### src/rtl/sha_auth_ctrl.sv
`default_nettype none
// ============================================================================
// Module   : sha_auth_ctrl
// Function : Sequencer for the PMU SHA-256 authentication wrapper. It loads
//            digest and block words, pulses init, waits, then samples the
//            compare result. Optional lockout via macro SHA_AUTH_LOCKOUT_EN.
// Revision : 1.0
// ============================================================================
module sha_auth_ctrl #(
  parameter int WAIT_CYCLES = 72,
  parameter int CNT_W       = 8,
  parameter int FAIL_W      = 4,
  parameter int MAX_FAIL    = 3
) (
  input  logic              clk,
  input  logic              reset_n,
  input  logic              auth_req,
  input  logic              word_valid,
  output logic              word_ready,
  input  logic [31:0]       word_data,
  output logic              busy,
  output logic              auth_done,
  output logic              auth_pass,
  output logic [FAIL_W-1:0] fail_count,
  output logic              locked,
  output logic              sha_cs,
  output logic              sha_we,
  output logic              sha_wc,
  output logic [2:0]        sha_address,
  output logic [31:0]       sha_write_data,
  input  logic              sha_digest_valid
);

  typedef enum logic [2:0] {
    S_IDLE     = 3'd0,
    S_LOAD_DIG = 3'd1,
    S_LOAD_BLK = 3'd2,
    S_INIT     = 3'd3,
    S_WAIT     = 3'd4,
    S_CHECK    = 3'd5,
    S_LOCKED   = 3'd6
  } state_t;

  localparam logic [CNT_W-1:0]  c_WAIT_LOAD = CNT_W'(WAIT_CYCLES - 1);
  localparam logic [FAIL_W-1:0] c_FAIL_SAT  = {FAIL_W{1'b1}};

  // Parameter sanity is caught at elaboration rather than as silent wrap.
  if ((MAX_FAIL >= (2 ** FAIL_W)) || (WAIT_CYCLES >= (2 ** CNT_W)) || (WAIT_CYCLES < 1))
  begin : g_cfg_check
    $error("sha_auth_ctrl: illegal parameter combination");
  end

  state_t            r_state, w_state_nxt;
  logic [2:0]        r_idx, w_idx_nxt;
  logic [CNT_W-1:0]  r_cnt, w_cnt_nxt;
  logic              r_cs, w_cs_nxt;
  logic              r_we, w_we_nxt;
  logic              r_wc, w_wc_nxt;
  logic [2:0]        r_addr, w_addr_nxt;
  logic [31:0]       r_data, w_data_nxt;
  logic              r_done, w_done_nxt;
  logic              r_pass, w_pass_nxt;
  logic [FAIL_W-1:0] r_fail, w_fail_nxt;
  logic [FAIL_W-1:0] w_fail_inc;

  assign w_fail_inc = (r_fail == c_FAIL_SAT) ? r_fail : r_fail + 1'b1;

  always_ff @(posedge clk or negedge reset_n) begin
    if (!reset_n) begin
      r_state <= S_IDLE;
      r_idx   <= 3'd0;
      r_cnt   <= '0;
      r_cs    <= 1'b0;
      r_we    <= 1'b0;
      r_wc    <= 1'b0;
      r_addr  <= 3'd0;
      r_data  <= 32'd0;
      r_done  <= 1'b0;
      r_pass  <= 1'b0;
      r_fail  <= '0;
    end else begin
      r_state <= w_state_nxt;
      r_idx   <= w_idx_nxt;
      r_cnt   <= w_cnt_nxt;
      r_cs    <= w_cs_nxt;
      r_we    <= w_we_nxt;
      r_wc    <= w_wc_nxt;
      r_addr  <= w_addr_nxt;
      r_data  <= w_data_nxt;
      r_done  <= w_done_nxt;
      r_pass  <= w_pass_nxt;
      r_fail  <= w_fail_nxt;
    end
  end

  always_comb begin
    w_state_nxt = r_state;
    w_idx_nxt   = r_idx;
    w_cnt_nxt   = r_cnt;
    w_cs_nxt    = 1'b0;
    w_we_nxt    = 1'b0;
    w_wc_nxt    = r_wc;
    w_addr_nxt  = r_addr;
    w_data_nxt  = r_data;
    w_done_nxt  = 1'b0;
    w_pass_nxt  = r_pass;
    w_fail_nxt  = r_fail;
    case (r_state)
      S_IDLE: begin
        if (auth_req) begin
          w_state_nxt = S_LOAD_DIG;
          w_pass_nxt  = 1'b0;
          w_idx_nxt   = 3'd0;
        end
      end
      S_LOAD_DIG, S_LOAD_BLK: begin
        if (word_valid) begin
          w_we_nxt   = 1'b1;
          w_wc_nxt   = (r_state == S_LOAD_BLK);
          w_addr_nxt = r_idx;
          w_data_nxt = word_data;
          w_idx_nxt  = r_idx + 3'd1;
          if (r_idx == 3'd7) begin
            w_state_nxt = (r_state == S_LOAD_DIG) ? S_LOAD_BLK : S_INIT;
          end
        end
      end
      S_INIT: begin
        w_cs_nxt    = 1'b1;
        w_cnt_nxt   = c_WAIT_LOAD;
        w_state_nxt = S_WAIT;
      end
      S_WAIT: begin
        // The wrapper still shows the previous compare result until the new digest lands.
        if (r_cnt == '0) begin
          w_state_nxt = S_CHECK;
        end else begin
          w_cnt_nxt = r_cnt - 1'b1;
        end
      end
      S_CHECK: begin
        w_done_nxt  = 1'b1;
        w_state_nxt = S_IDLE;
        if (sha_digest_valid) begin
          w_pass_nxt = 1'b1;
          w_fail_nxt = '0;
        end else begin
          w_pass_nxt = 1'b0;
          w_fail_nxt = w_fail_inc;
`ifdef SHA_AUTH_LOCKOUT_EN
          if (w_fail_inc == FAIL_W'(MAX_FAIL)) begin
            w_state_nxt = S_LOCKED;
          end
`endif
        end
      end
      S_LOCKED: begin
        w_state_nxt = S_LOCKED;
      end
      default: begin
        w_state_nxt = S_IDLE;
      end
    endcase
  end

  assign word_ready     = (r_state == S_LOAD_DIG) || (r_state == S_LOAD_BLK);
  assign busy           = (r_state != S_IDLE) && (r_state != S_LOCKED);
  assign auth_done      = r_done;
  assign auth_pass      = r_pass;
  assign fail_count     = r_fail;
  assign sha_cs         = r_cs;
  assign sha_we         = r_we;
  assign sha_wc         = r_wc;
  assign sha_address    = r_addr;
  assign sha_write_data = r_data;
`ifdef SHA_AUTH_LOCKOUT_EN
  assign locked         = (r_state == S_LOCKED);
`else
  assign locked         = 1'b0;
`endif

endmodule
`default_nettype wire

### config.mk
export PLATFORM = sky130hd
export DESIGN_NAME = sha_auth_ctrl
export DESIGN_NICKNAME = d
export VERILOG_FILES = /design/src/rtl/sha_auth_ctrl.sv
export SDC_FILE = /design/constraint.sdc
export NUM_CORES = 1
export LEC_CHECK = 0
export BUFFER_PORTS_ARGS = -buffer_cell sky130_fd_sc_hd__clkbuf_2
export CAP_MARGIN = 20
export CORE_MARGIN = 2
export CORE_UTILIZATION = 51
export CTS_BUF_LIST = sky130_fd_sc_hd__clkbuf_16
export DETAILED_ROUTE_END_ITERATION = 12
export PLACE_DENSITY = 0.84
export SLEW_MARGIN = 20
export SYNTH_ARGS = -nofsm -noshare
export SYNTH_HDL_FRONTEND = slang
export SYNTH_SLANG_ARGS = --single-unit
### constraint.sdc
create_clock -name clk -period 2.74 [get_ports clk]
set_input_delay 0.548 -clock clk [delete_from_list [all_inputs] [get_ports clk]]
set_output_delay 0.548 -clock clk [all_outputs]
set_load 0.005 [all_outputs]
# == Yosys cells after proc, flatten, opt, wreduce, memory -nomap -nowiden ==
# Cells that the tools add are included.
# Widths: inputs -> output; s select.
# word_totals
reg_bits,58
latch_bits,0
mem_bits_rw,0
romBits,0
in_bits,37
output_inout_bits,47
word_cells,64
mem_count,0
# op_classes
addsub,3
n_mul,0
n_div,0
n_lt_le_gt_ge,0
n_eq_ne,15
n_shift,0
mux,20
bitwise,0
reduce_logical,15
# op_table
operator,count
$mux 3,6
$pmux 8 s2,1
$pmux 3 s5,1
$eq 3x3->1 const B,4
$ne 2x2->1 const B,6
$logic_not 8->1,1
$mux 4,2
$mux 8,1
$reduce_and 2->1,4
$sub 8x1->8 const B,1
$mux 1,7
$eq 3x2->1 const B,2
$pmux 3 s2,1
$reduce_bool 2->1,3
$add 4x1->4 const B,1
$eq 4x4->1 const B,1
$reduce_and 4->1,1
$add 3x1->3 const B,1
$eq 3x1->1 const B,1
$logic_not 3->1,1
$ne 3x3->1 const B,1
$reduce_and 3->1,1
$reduce_bool 3->1,1
$pmux 1 s2,1
other kinds (3),3

# == Depth between registers and ports, before layout ==
# depth
word_depth,5
ltp_mapped,6
ltp_nobuf,6

# == Worst setup path after synthesis ==
# Ideal clock, no wire load.
# synth_path
kind,register -> register
startpoint,register r_cnt[0]
endpoint,register r_cnt[6]
setup_ns,0.079
arrival_ns,1.596
t_required_ns,2.661
slack_ns,1.064
path_stages_with_launch,7
path_buffers,0
synth_period_minus_slack_ns,1.676
cell_sequence,dfrtp_1 -> inv_1 -> ha_1 -> or4b_1 -> o21a_1 -> nand3_1 -> mux2i_1
# synth_via
elab_chain_len,3
elab_cells_between_ends,6
classes_between,1 x add/sub; 1 x eq/ne; 2 x mux; 2 x reduce/logical
# synth_lines
element,line,rtl
start: declaration,55,"logic [CNT_W-1:0] r_cnt, w_cnt_nxt;"
start signal: assignment,84,r_cnt <= w_cnt_nxt;
$sub 8x1->8 or $logic_not 8->1 (tied branches),"138, 135",
$mux 8 or $ne 2x2->1 (tied branches),-,
$pmux 8 s2 or $reduce_and 2->1 (tied branches),-,
# Parallel ways exist; a longest one is shown, timed or not. The select of a mux whose other input is x is not followed.
# A chain may end at the register's enable or synchronous reset.

# == Final worst setup path ==
# layout_path
startpoint,register r_state[1]
endpoint,register r_data[4] (netlist: sha_write_data[4])
# layout_via
elab_chain_len,3
elab_cells_between_ends,4
classes_between,2 x eq/ne; 2 x reduce/logical
# layout_lines
element,line,rtl
start: declaration,53,"state_t r_state, w_state_nxt;"
start signal: assignment,82,r_state <= w_state_nxt;
$eq 3x2->1 or $eq 3x1->1 (tied branches),108,case (r_state)
$reduce_or 2->1 *,108,
$reduce_and 2->1 (no source line) *,-,
end signal: assignment,89,r_data <= w_data_nxt;
end: declaration,60,"logic [31:0] r_data, w_data_nxt;"
# Mark *: on every way between the ends. The rest lies on a longest branch, timed or not.

==> metrics.txt <==
outcome finished, final reports clean; Netlist cell types 40; CTS resizes 0; syn nets 242; fin util 0.691; I/O Buffers 82; TritonCTS Buffers 9; RR Endpoint sha_write_data[4]$_DFFE_PN0P_; Cell Pwr Density 1090 nW/um2; synthesized instance count 200; GP Congestion 0.851; core box area approximately 4700 um2; # setup viols final 0; gr usage total 0.182; Post-DP HPWL roughly 3300 um; layout cells sized above 1 0.380; WL met2 2190 um; Longest Clk Path Bufs 2; placed cell areas 2970 um2; ANT nets after route 0; Clock Latency Late Sink between 0.3 and 0.4 ns; syn_area_per_cell roughly 13 um2; hold-fix buffers at CTS 0; die width 74.2 um; I/O pins 84; Max Freq between 0.4 and 0.5 GHz; RSZ-0062 raised after global routing no; first-pass GRT wire length approximately 7500 um; Buf/Inv on CP 1; Worst R2R Path Depth 5; Starting Density 0.532; Critical Path End Type register; post-route setup slack 0.685 ns; Synth Cell Area ~2500 um2; synthesis-to-finish area growth 29.9%; Clock transition at path regs about 0.050 ns; worst r2r src r_state[1]$_DFFE_PN0P_; #FFs+latches synth between 50 and 60; n_diodes 0; CP top delay family flip-flops; clk sinks 58; CP cell instances nand2b_1 > a21oi_2 > and2_2 > buf_4 > mux2_2; Max stage delay cell, worst path dfrtp_1; Post-Route Setup TNS 0 ns; Hold Slack ~0.36 ns; leak pwr between 1.5 and 2 nW; dpl ws a little under 0.7 ns; Final Instance Area 3260 um2; sequential-to-total area share from yosys stat 0.577; Setup crit start kind register; TritonCTS clock tree done; skew final 0.00439 ns; DIE AREA 5510 um2; Post-Route WL roughly 4700 um; final hold viol count 0; CTS H-Tree Depth 3; uppermost routed layer met4; initial drt markers between 80 and 90; max-cap violation count 0; Post-route DRC 0; Async S/R FF share, synth 1.00; largest net degree at the start of global routing 59; DR WL met3 426 um; initial antenna violation count 0; fin nets around 330; # rows 25; delay of the slowest cell on the worst path roughly 0.52 ns; M1 WL 2040 um; EDFF count, synth 0; via count 1871; number of global-route vias before repair approximately 1600; worst-path fanout max 37; Crit path required time 2.94 ns; worst vdd ir about 660 uV; ys flop type dfrtp_1; Yosys Warn Count 0; Tightest Hold Check Type input pin to asynchronous set/reset pin; crit path time final a little over 2 ns; Worst-Margin Slew approximately 0.71 ns; router iterations before antenna repair 5; drt wl/cell approximately 13 um; Die Ht roughly 74 um; worst path arrival time approximately 2.3 ns; crit share post-route 0.750; Register-to-Register Setup Slack slightly below 0.7 ns; Via density ~5.2; CP Class register to register; Setup Buffers After CTS 0; Congestion Overflow GR 0; Slew headroom 0.527; root buffer cell clkbuf_16; max-slew violations 0
## sequential cells by signal, indices dropped and copies added, names as in the netlist, 3 cells and up
signal and cells:
sha_address 3, r_cnt 8, r_idx 3, r_state 3, sha_write_data 32, fail_count 4
## cells in the final DEF, fill, tap and decap left out, drive strengths merged, types with 3 or more instances in the layout
cell type | Yosys | routed
mux2 | 36 | 36
o21ai | 6 | 6
a21oi | 12 | 12
ha | 5 | 5
nand3 | 6 | 6
nor2 | 13 | 13
inv | 4 | 4
clkbuf | 0 | 91
a21o | 3 | 3
dfrtp | 58 | 58
mux2i | 3 | 3
nor3 | 6 | 6
clkinv | 1 | 6
nand2 | 9 | 9
## cell families after synthesis
| group | Yosys count | share of synthesized area |
|---|---|---|
| AO/OA/AOI/OAI | 32 | 0.0806 |
| XOR/XNOR | 2 | 0.00697 |
| adder cells (fa/ha/maj) | 5 | 0.0249 |
| buffers and inverters | 13 | 0.0294 |
| flip-flops | 58 | 0.577 |
| multiplexers | 39 | 0.173 |
| other | 1 | 0.00149 |
| AND/OR/NAND/NOR | 50 | 0.106 |
## area by class of cell
type	count	area (um2)
Tap cell	67	83.8
Fill cell	354	1460
Sequential cell	58	1450
Clock buffer	9	225
Timing Repair Buffer	84	425
Clock inverter	7	70.1
Inverter	5	18.8
Multi-Input combinational cell	129	990
## worst max path at each step
stage / start / to / slack [ns] / depth (start not counted)
6_report: r_state[1]$_DFFE_PN0P_ / sha_write_data[4]$_DFFE_PN0P_ / 0.68 / 5
5_1_grt: r_state[1]$_DFFE_PN0P_ / sha_write_data[4]$_DFFE_PN0P_ / 0.57 / 5
4_1_cts: r_state[1]$_DFFE_PN0P_ / sha_write_data[1]$_DFFE_PN0P_ / 0.68 / 5
3_5_place_dp: r_state[1]$_DFFE_PN0P_ / sha_write_data[1]$_DFFE_PN0P_ / 0.67 / 5
3_3_place_gp: r_state[1]$_DFFE_PN0P_ / sha_write_data[0]$_DFFE_PN0P_ / 0.77 / 5
2_1_floorplan: r_cnt[0]$_DFFE_PN0P_ / r_cnt[6]$_DFFE_PN0P_ / 1.06 / 6
## synthesized netlist by cell type, types with 2 or more instances
library cell | number | area (um2)
ha_1 | 5 | 62.6
nor2b_1 | 2 | 12.5
nor3_1 | 6 | 30.0
inv_1 | 4 | 15.0
nor2_1 | 13 | 48.8
nand3_1 | 6 | 30.0
a31oi_1 | 2 | 12.5
dfrtp_1 | 58 | 1450
mux2_1 | 28 | 315
and2_1 | 2 | 12.5
mux2i_1 | 3 | 30.0
and4_1 | 2 | 17.5
nand2_1 | 9 | 33.8
a21oi_1 | 11 | 55.1
a21o_1 | 3 | 22.5
and3_1 | 2 | 12.5
nand2b_1 | 2 | 12.5
xor2_1 | 2 | 17.5
buf_4 | 6 | 45.0
o21ai_0 | 6 | 30.0
mux2_2 | 8 | 90.1
buf_2 | 2 | 10.0
## where the power goes
part | internal, W | switching, W
Sequential | 0.00119 | 0.000249
Clock | 0.000700 | 0.000376
Combinational | 0.000562 | 0.000489
Total | 0.00245 | 0.00111
## per-stage QoR
stage                     instances  power (W)
final                           359    0.00356
after global routing            359    0.00381
after CTS                       359    0.00361
after detailed placement        343    0.00251
after global placement          343    0.00245
after floorplan                 200    0.00208
## per-layer routing
metal,global-route usage,vias to the layer above
met5,0,-
met4,0.0788,0
met3,0.0745,7
met2,0.293,80
met1,0.216,891
li1,-,893
Note: power is estimated with default switching activity, not from simulation.
